--- src/rtl/fetch_stage_pkg.sv ---
// rtl/fetch_stage_pkg.sv - shared fetch-stage constants, types and the fetch-fault helper
//
// Purpose: single home for the word size, instruction-memory size, the default
// reset and exception PCs, the next-PC source encoding and the fault check
// used by the fetch stage. No ports.
`ifndef FETCH_STAGE_DEFS
`define FETCH_STAGE_DEFS
`define WORD_SIZE 32
`define INSTR_MEM_SIZE 1024
`endif

package fetch_stage_pkg;

  localparam int unsigned WORD_W     = `WORD_SIZE;
  localparam int unsigned IMEM_WORDS = `INSTR_MEM_SIZE;

  typedef logic [`WORD_SIZE-1:0] word_t;

  localparam word_t RESET_PC_DEFAULT   = 32'h0000_0000;
  localparam word_t EXC_VECTOR_DEFAULT = 32'h0000_0100;

  // Next-PC source selected by pc_reg once reset is out of the way.
  typedef enum logic [1:0] {
    PC_EXC      = 2'd0,
    PC_REDIRECT = 2'd1,
    PC_HOLD     = 2'd2,
    PC_SEQ      = 2'd3
  } pc_sel_e;

  // A fetch faults when the address is not word aligned or the word index
  // falls past the end of instruction memory.
  function automatic logic fetch_fault(input word_t pc);
    return (pc[1:0] != 2'b00) || ({2'b00, pc[`WORD_SIZE-1:2]} >= word_t'(IMEM_WORDS));
  endfunction

endpackage

--- src/rtl/fetch_stage_pc_reg.sv ---
// rtl/fetch_stage_pc_reg.sv - program counter register with its next-PC priority mux
//
// Ports:
//   clk, rst             - clock, synchronous active-high reset
//   stall                - hold the PC when nothing higher-priority happens
//   redirect_valid/_pc   - taken branch/jump and its target
//   exc_valid            - exception entry, loads EXC_VECTOR
//   pc                   - current PC register value
module pc_reg
  import fetch_stage_pkg::*;
#(
  parameter logic [`WORD_SIZE-1:0] RESET_PC   = RESET_PC_DEFAULT,
  parameter logic [`WORD_SIZE-1:0] EXC_VECTOR = EXC_VECTOR_DEFAULT
) (
  input  logic                    clk,
  input  logic                    rst,
  input  logic                    stall,
  input  logic                    redirect_valid,
  input  logic [`WORD_SIZE-1:0]   redirect_pc,
  input  logic                    exc_valid,
  output logic [`WORD_SIZE-1:0]   pc
);

  pc_sel_e sel;

  // Exception and redirect both override stall; stall only freezes
  // sequential advance.
  always_comb begin
    sel = PC_SEQ;
    if (exc_valid)           sel = PC_EXC;
    else if (redirect_valid) sel = PC_REDIRECT;
    else if (stall)          sel = PC_HOLD;
  end

  always_ff @(posedge clk) begin
    if (rst) begin
      pc <= RESET_PC;
    end else begin
      case (sel)
        PC_EXC:      pc <= EXC_VECTOR;
        PC_REDIRECT: pc <= redirect_pc;   // misaligned targets load unmodified
        PC_HOLD:     pc <= pc;
        PC_SEQ:      pc <= pc + 32'd4;    // wraps modulo 2^32
        default:     pc <= pc;
      endcase
    end
  end

endmodule

--- src/rtl/fetch_stage.sv ---
// rtl/fetch_stage.sv - instruction fetch stage: PC register plus IF/ID pipeline register
//
// Ports:
//   clk, rst                  - clock, synchronous active-high reset
//   stall, flush              - hold PC and IF/ID / invalidate IF/ID
//   redirect_valid/_pc        - taken branch/jump and its target
//   exc_valid                 - exception entry request
//   imem_pc, imem_instr       - instruction memory address and combinational read data
//   ifid_valid/_instr/_pc/_pc_plus4/_fault - IF/ID register contents
module fetch_stage
  import fetch_stage_pkg::*;
#(
  parameter logic [`WORD_SIZE-1:0] RESET_PC   = RESET_PC_DEFAULT,
  parameter logic [`WORD_SIZE-1:0] EXC_VECTOR = EXC_VECTOR_DEFAULT
) (
  input  logic                    clk,
  input  logic                    rst,
  input  logic                    stall,
  input  logic                    flush,
  input  logic                    redirect_valid,
  input  logic [`WORD_SIZE-1:0]   redirect_pc,
  input  logic                    exc_valid,
  output logic [`WORD_SIZE-1:0]   imem_pc,
  input  logic [`WORD_SIZE-1:0]   imem_instr,
  output logic                    ifid_valid,
  output logic [`WORD_SIZE-1:0]   ifid_instr,
  output logic [`WORD_SIZE-1:0]   ifid_pc,
  output logic [`WORD_SIZE-1:0]   ifid_pc_plus4,
  output logic                    ifid_fault
);

  logic [`WORD_SIZE-1:0] pc;
  logic                  fault;
  logic                  discard;

  pc_reg #(
    .RESET_PC   (RESET_PC),
    .EXC_VECTOR (EXC_VECTOR)
  ) u_pc_reg (
    .clk            (clk),
    .rst            (rst),
    .stall          (stall),
    .redirect_valid (redirect_valid),
    .redirect_pc    (redirect_pc),
    .exc_valid      (exc_valid),
    .pc             (pc)
  );

  // The memory is addressed straight from the PC register, so the word
  // presented on imem_instr this cycle belongs to pc.
  assign imem_pc = pc;
  assign fault   = fetch_fault(pc);

  // Anything that changes the control flow makes the current fetch wrong-path.
  assign discard = flush | exc_valid | redirect_valid;

  always_ff @(posedge clk) begin
    if (rst) begin
      ifid_valid    <= 1'b0;
      ifid_instr    <= '0;
      ifid_pc       <= '0;
      ifid_pc_plus4 <= '0;
      ifid_fault    <= 1'b0;
    end else if (discard) begin
      // Payload fields are don't-care while invalid, so only valid drops.
      ifid_valid <= 1'b0;
    end else if (!stall) begin
      ifid_valid    <= 1'b1;
      ifid_instr    <= fault ? '0 : imem_instr;
      ifid_pc       <= pc;
      ifid_pc_plus4 <= pc + 32'd4;
      ifid_fault    <= fault;
    end
  end

endmodule

--- config.mk ---
export PLATFORM = sky130hd
export DESIGN_NAME = fetch_stage
export DESIGN_NICKNAME = d
export VERILOG_FILES = /design/src/rtl/fetch_stage_pkg.sv /design/src/rtl/fetch_stage_pc_reg.sv /design/src/rtl/fetch_stage.sv
export SDC_FILE = /design/constraint.sdc
export NUM_CORES = 1
export LEC_CHECK = 0
export CAP_MARGIN = 40
export CELL_PAD_IN_SITES_DETAIL_PLACEMENT = 2
export CELL_PAD_IN_SITES_GLOBAL_PLACEMENT = 2
export CORE_ASPECT_RATIO = 1.2
export CORE_MARGIN = 2
export CORE_UTILIZATION = 27
export CTS_CLUSTER_DIAMETER = 200
export DETAILED_ROUTE_END_ITERATION = 12
export PLACE_DENSITY = 0.82
export SLEW_MARGIN = 20
export SYNTH_ARGS = -nofsm -noshare
export SYNTH_HDL_FRONTEND = slang
export SYNTH_SLANG_ARGS = --single-unit
--- constraint.sdc ---
create_clock -name clk -period 5.4 [get_ports clk]
set_input_delay 0.54 -clock clk [delete_from_list [all_inputs] [get_ports clk]]
set_output_delay 0.54 -clock clk [all_outputs]
set_load 0.02 [all_outputs]
==> impl_metrics.tcl <==
set metrics [dict create \
    fin_cells 1107 \
    antenna_found_initial 1 \
    dr.pass1.iters 6 \
    path_buf_inv 0 \
    die_w_um 134.4 \
    syn_nets 732 \
    cts_buffers 17 \
    setup.worst_path.class "reg -> reg" \
    die-area_sq_mm 0.02157 \
    yosys_warnings 0 \
    vdd_ir_drop_max_uv 169.9 \
    relSlewSlack 0.4312 \
    comb_power_share 0.088 \
    detailed_place.area_sq_mm 0.007690 \
    final_util 0.4130 \
    nets 900 \
    clkPwrFrac 0.501 \
    register_area_sq_mm 0.002562 \
    multiInputGateArea_sq_mm 0.002685 \
    drc 0 \
    synth-compound-area-share 0.1551 \
    fill_cells 2263 \
    max_freq_ghz 0.4021 \
    die_height_um 160.5 \
    synth_top_family_by_area "simple AND/OR/NAND/NOR gates" \
    finalWeightedCongestion 0.7854 \
    tritoncts "done" \
    r2r_start "u_pc_reg.pc[2]" \
    tns_ns 0 \
    wl_um 22180 \
    maxCapViolations 0 \
    hold_viol 0 \
    holdPathEnd "ifid_pc[4]" \
    clk_pin_slew_ns 0.06 \
    drtIter0Drc 289 \
    grt_max_degree 70 \
    first_global_vias 6060 \
    ios 200 \
    post-place-cells 1074 \
    cts_resized 0 \
    cellLeakagePower_uw 0.002748 \
    hpwlAfterDp_um 15900 \
    grt-ovfl-total 0 \
    h-tree-depth 4 \
    critPathRequiredTime_ns 5.74 \
    ys_seq_area_frac 0.4651 \
    synthArstFlopShare 0 \
    muxShareOfSynthArea 0.009085 \
    reg2regPathDepth 6 \
    arrival_ns 2.82 \
    port_buffers 199 \
    worstSkewPairLatency_ns 0.42 \
    grt.total_usage 0.2092 \
    synthAdderAreaFrac 0.004542 \
    period_share 0.4606 \
    worstSetupEndpointType "flip-flop" \
    pre_cts_ws_ns 2.709 \
    met2_usage 0.3773 \
    switching_power_uw 571.7 \
    row_count 57 \
    ys.flop_type "dfxtp_1" \
    synth-edff-count 0 \
    use_met1 0.2437 \
    drive_gt1_frac 0.06659 \
    outcome "finished clean" \
    synth_cell_types 44 \
    synth_top_area_share 0.4651 \
    setup_ws_ns 2.913 \
    area_delta_synth_final_pct 50.76 \
    worstPathMaxFanout 9 \
    routed_via_density 5.014 \
    synth_area_sq_mm 0.005509 \
    crit_start "u_pc_reg.pc[2]" \
    cpMaxStageDelayCell "nor2_1" \
    drt-wirelength-per-cell_um 20.03 \
    cpMostUsedCell "nand4_1" \
    setup_violations 0 \
    finalMaxSlewViolations 0 \
    r2r_setup_slack_ns 2.91 \
    grt_setup_unrepaired "no" \
    cts_root_buffer "clkbuf_16" \
    critPathLaunchType "flip-flop" \
    clock_path_buffers 2 \
    yosys.area_share.simple 0.2351 \
    synthXorXnorAreaFrac 0.08108 \
    post_cts_buffers 0 \
    synth_area_leader_cell "dfxtp_1" \
    busiest_layer "met2" \
    num_vias 5550 \
    crit_family "simple AND/OR/NAND/NOR gates" \
    worstPathCellList "ha_1 -> nand4_1 -> nor2_1 -> nand4_1 -> xor2_1 -> o21ai_0" \
    hp-start "ifid_pc[4]" \
    skew_ns 0.008705 \
    reg2reg_to "u_pc_reg.pc[28]" \
    synth-seq-cells 128 \
    power_frac_seq 0.411 \
    ant_nets 0 \
    cts_hold_buffers 0 \
    initial_core_util 0.2739 \
    p_int_uw 1854 \
    grt_pass1_wl_um 34930 \
    worstHoldPathType "reg -> reg" \
    avgSynthCellArea_sq_um 8.347 \
    met3_usage 0.04514 \
    synth_area_leaders "dfxtp_1 47%, nand2_1 6.4%, nor2_1 6.1%" \
    cts_sinks 128 \
    finalCriticalPeriod_ns 2.487 \
    powerDensity_mw_per_mm2 292.1 \
    worstMarginPinSlew_ns 0.8500 \
    slowest_delay_ns 0.72 \
    finalInstanceArea_sq_mm 0.008305 \
    switching_share 0.2357 \
    syn-instance-count 660 \
    hold_path_depth 2 \
    coreArea_sq_mm 0.02011 \
]
==> metrics by stage <==
step / hold WS [ns] / total power, uW
2_1_floorplan: 0.5345 / 1101
3_3_place_gp: 0.4450 / 1224
3_5_place_dp: 0.4555 / 1231
4_1_cts: 0.4655 / 2457
5_1_grt: 0.4886 / 2514
6_report: 0.4601 / 2426
==> synthesized netlist by cell type (3+ instances only) <==
master	number
or3_1	3
buf_1	5
or2_2	3
and4_1	4
o21bai_1	5
clkbuf_1	40
nand4_1	14
xor2_1	29
nor2_1	90
dfxtp_1	128
nor3_1	14
nand3_1	19
a21oi_1	48
inv_1	6
buf_2	12
xnor2_1	22
and3_1	6
mux2i_1	5
o21ai_0	14
nor2b_1	3
nor4_1	7
nor4_2	3
nand2_1	94
a22oi_1	32
o22ai_1	3
a211oi_1	28
==> how the worst max path moves through the flow <==
| stage | end | slack (ns) | cells past startpoint |
|---|---|---|---|
| after floorplan | ifid_pc_plus4[17] | 3.48 | 5 |
| after global placement | ifid_pc[16] | 2.50 | 7 |
| after detailed placement | ifid_instr[25] | 2.71 | 7 |
| after CTS | u_pc_reg.pc[8] | 2.91 | 6 |
| after global routing | u_pc_reg.pc[8] | 2.74 | 6 |
| final | u_pc_reg.pc[28] | 2.91 | 6 |
==> cell type report <==
class | instances | share of cell area
well taps | 265 | 0.03992
inverters | 7 | 0.003164
repair buffers | 209 | 0.2510
flip-flops and latches | 128 | 0.3085
clock buffers | 22 | 0.05469
multi-input cells | 465 | 0.3233
clock inverters | 10 | 0.01913
diodes | 1 | 0.0003013
==> layer usage <==
layer,up-vias,share of wire
met5,-,0
met4,0,0.021
met3,31,0.043
met2,129,0.53
met1,2778,0.41
li1,2612,-
==> tightest hold or removal path, delay by kind of cell, from the launching register on <==
family          cells  cell delay (ns)
flops               1             0.31
simple gates        1             0.05
compound gates      1             0.05
==> cells by family (layout without fill, tap and decap cells) <==
kind of cell	Yosys count	after routing
DFF	128	128
adders and majority gates	2	2
other	0	1
muxes	5	5
buffers and inverters	67	248
AOI/OAI and AO/OA	134	134
and+or+nand+nor	273	273
xor gates and xnor gates	51	51
==> cell usage in the layout (no fill, tap or decap), types with 5 or more instances in the layout <==
cell type,Yosys,layout
clkdlybuf4s50_1,0,198
dfxtp_1,128,128
nand2_1,94,93
nor2_1,90,89
a21oi_1,48,48
a22oi_1,32,32
xor2_1,29,29
a211oi_1,28,28
xnor2_1,22,22
nand3_1,19,19
clkbuf_16,0,17
nor3_1,14,14
nand4_1,14,14
o21ai_0,14,14
buf_4,2,10
nor4_1,7,7
inv_1,6,6
and3_1,6,6
mux2i_1,5,5
o21bai_1,5,5
==> power by group through the flow <==
stage	logic [uW]	clock network, uW	registers (uW)
floorplan	78.3	0	1020
global placement	209	0	1020
detailed placement	214	0	1020
CTS	217	1240	996
global route	231	1280	999
finish	214	1220	996
(Power assumes the default switching activity.)
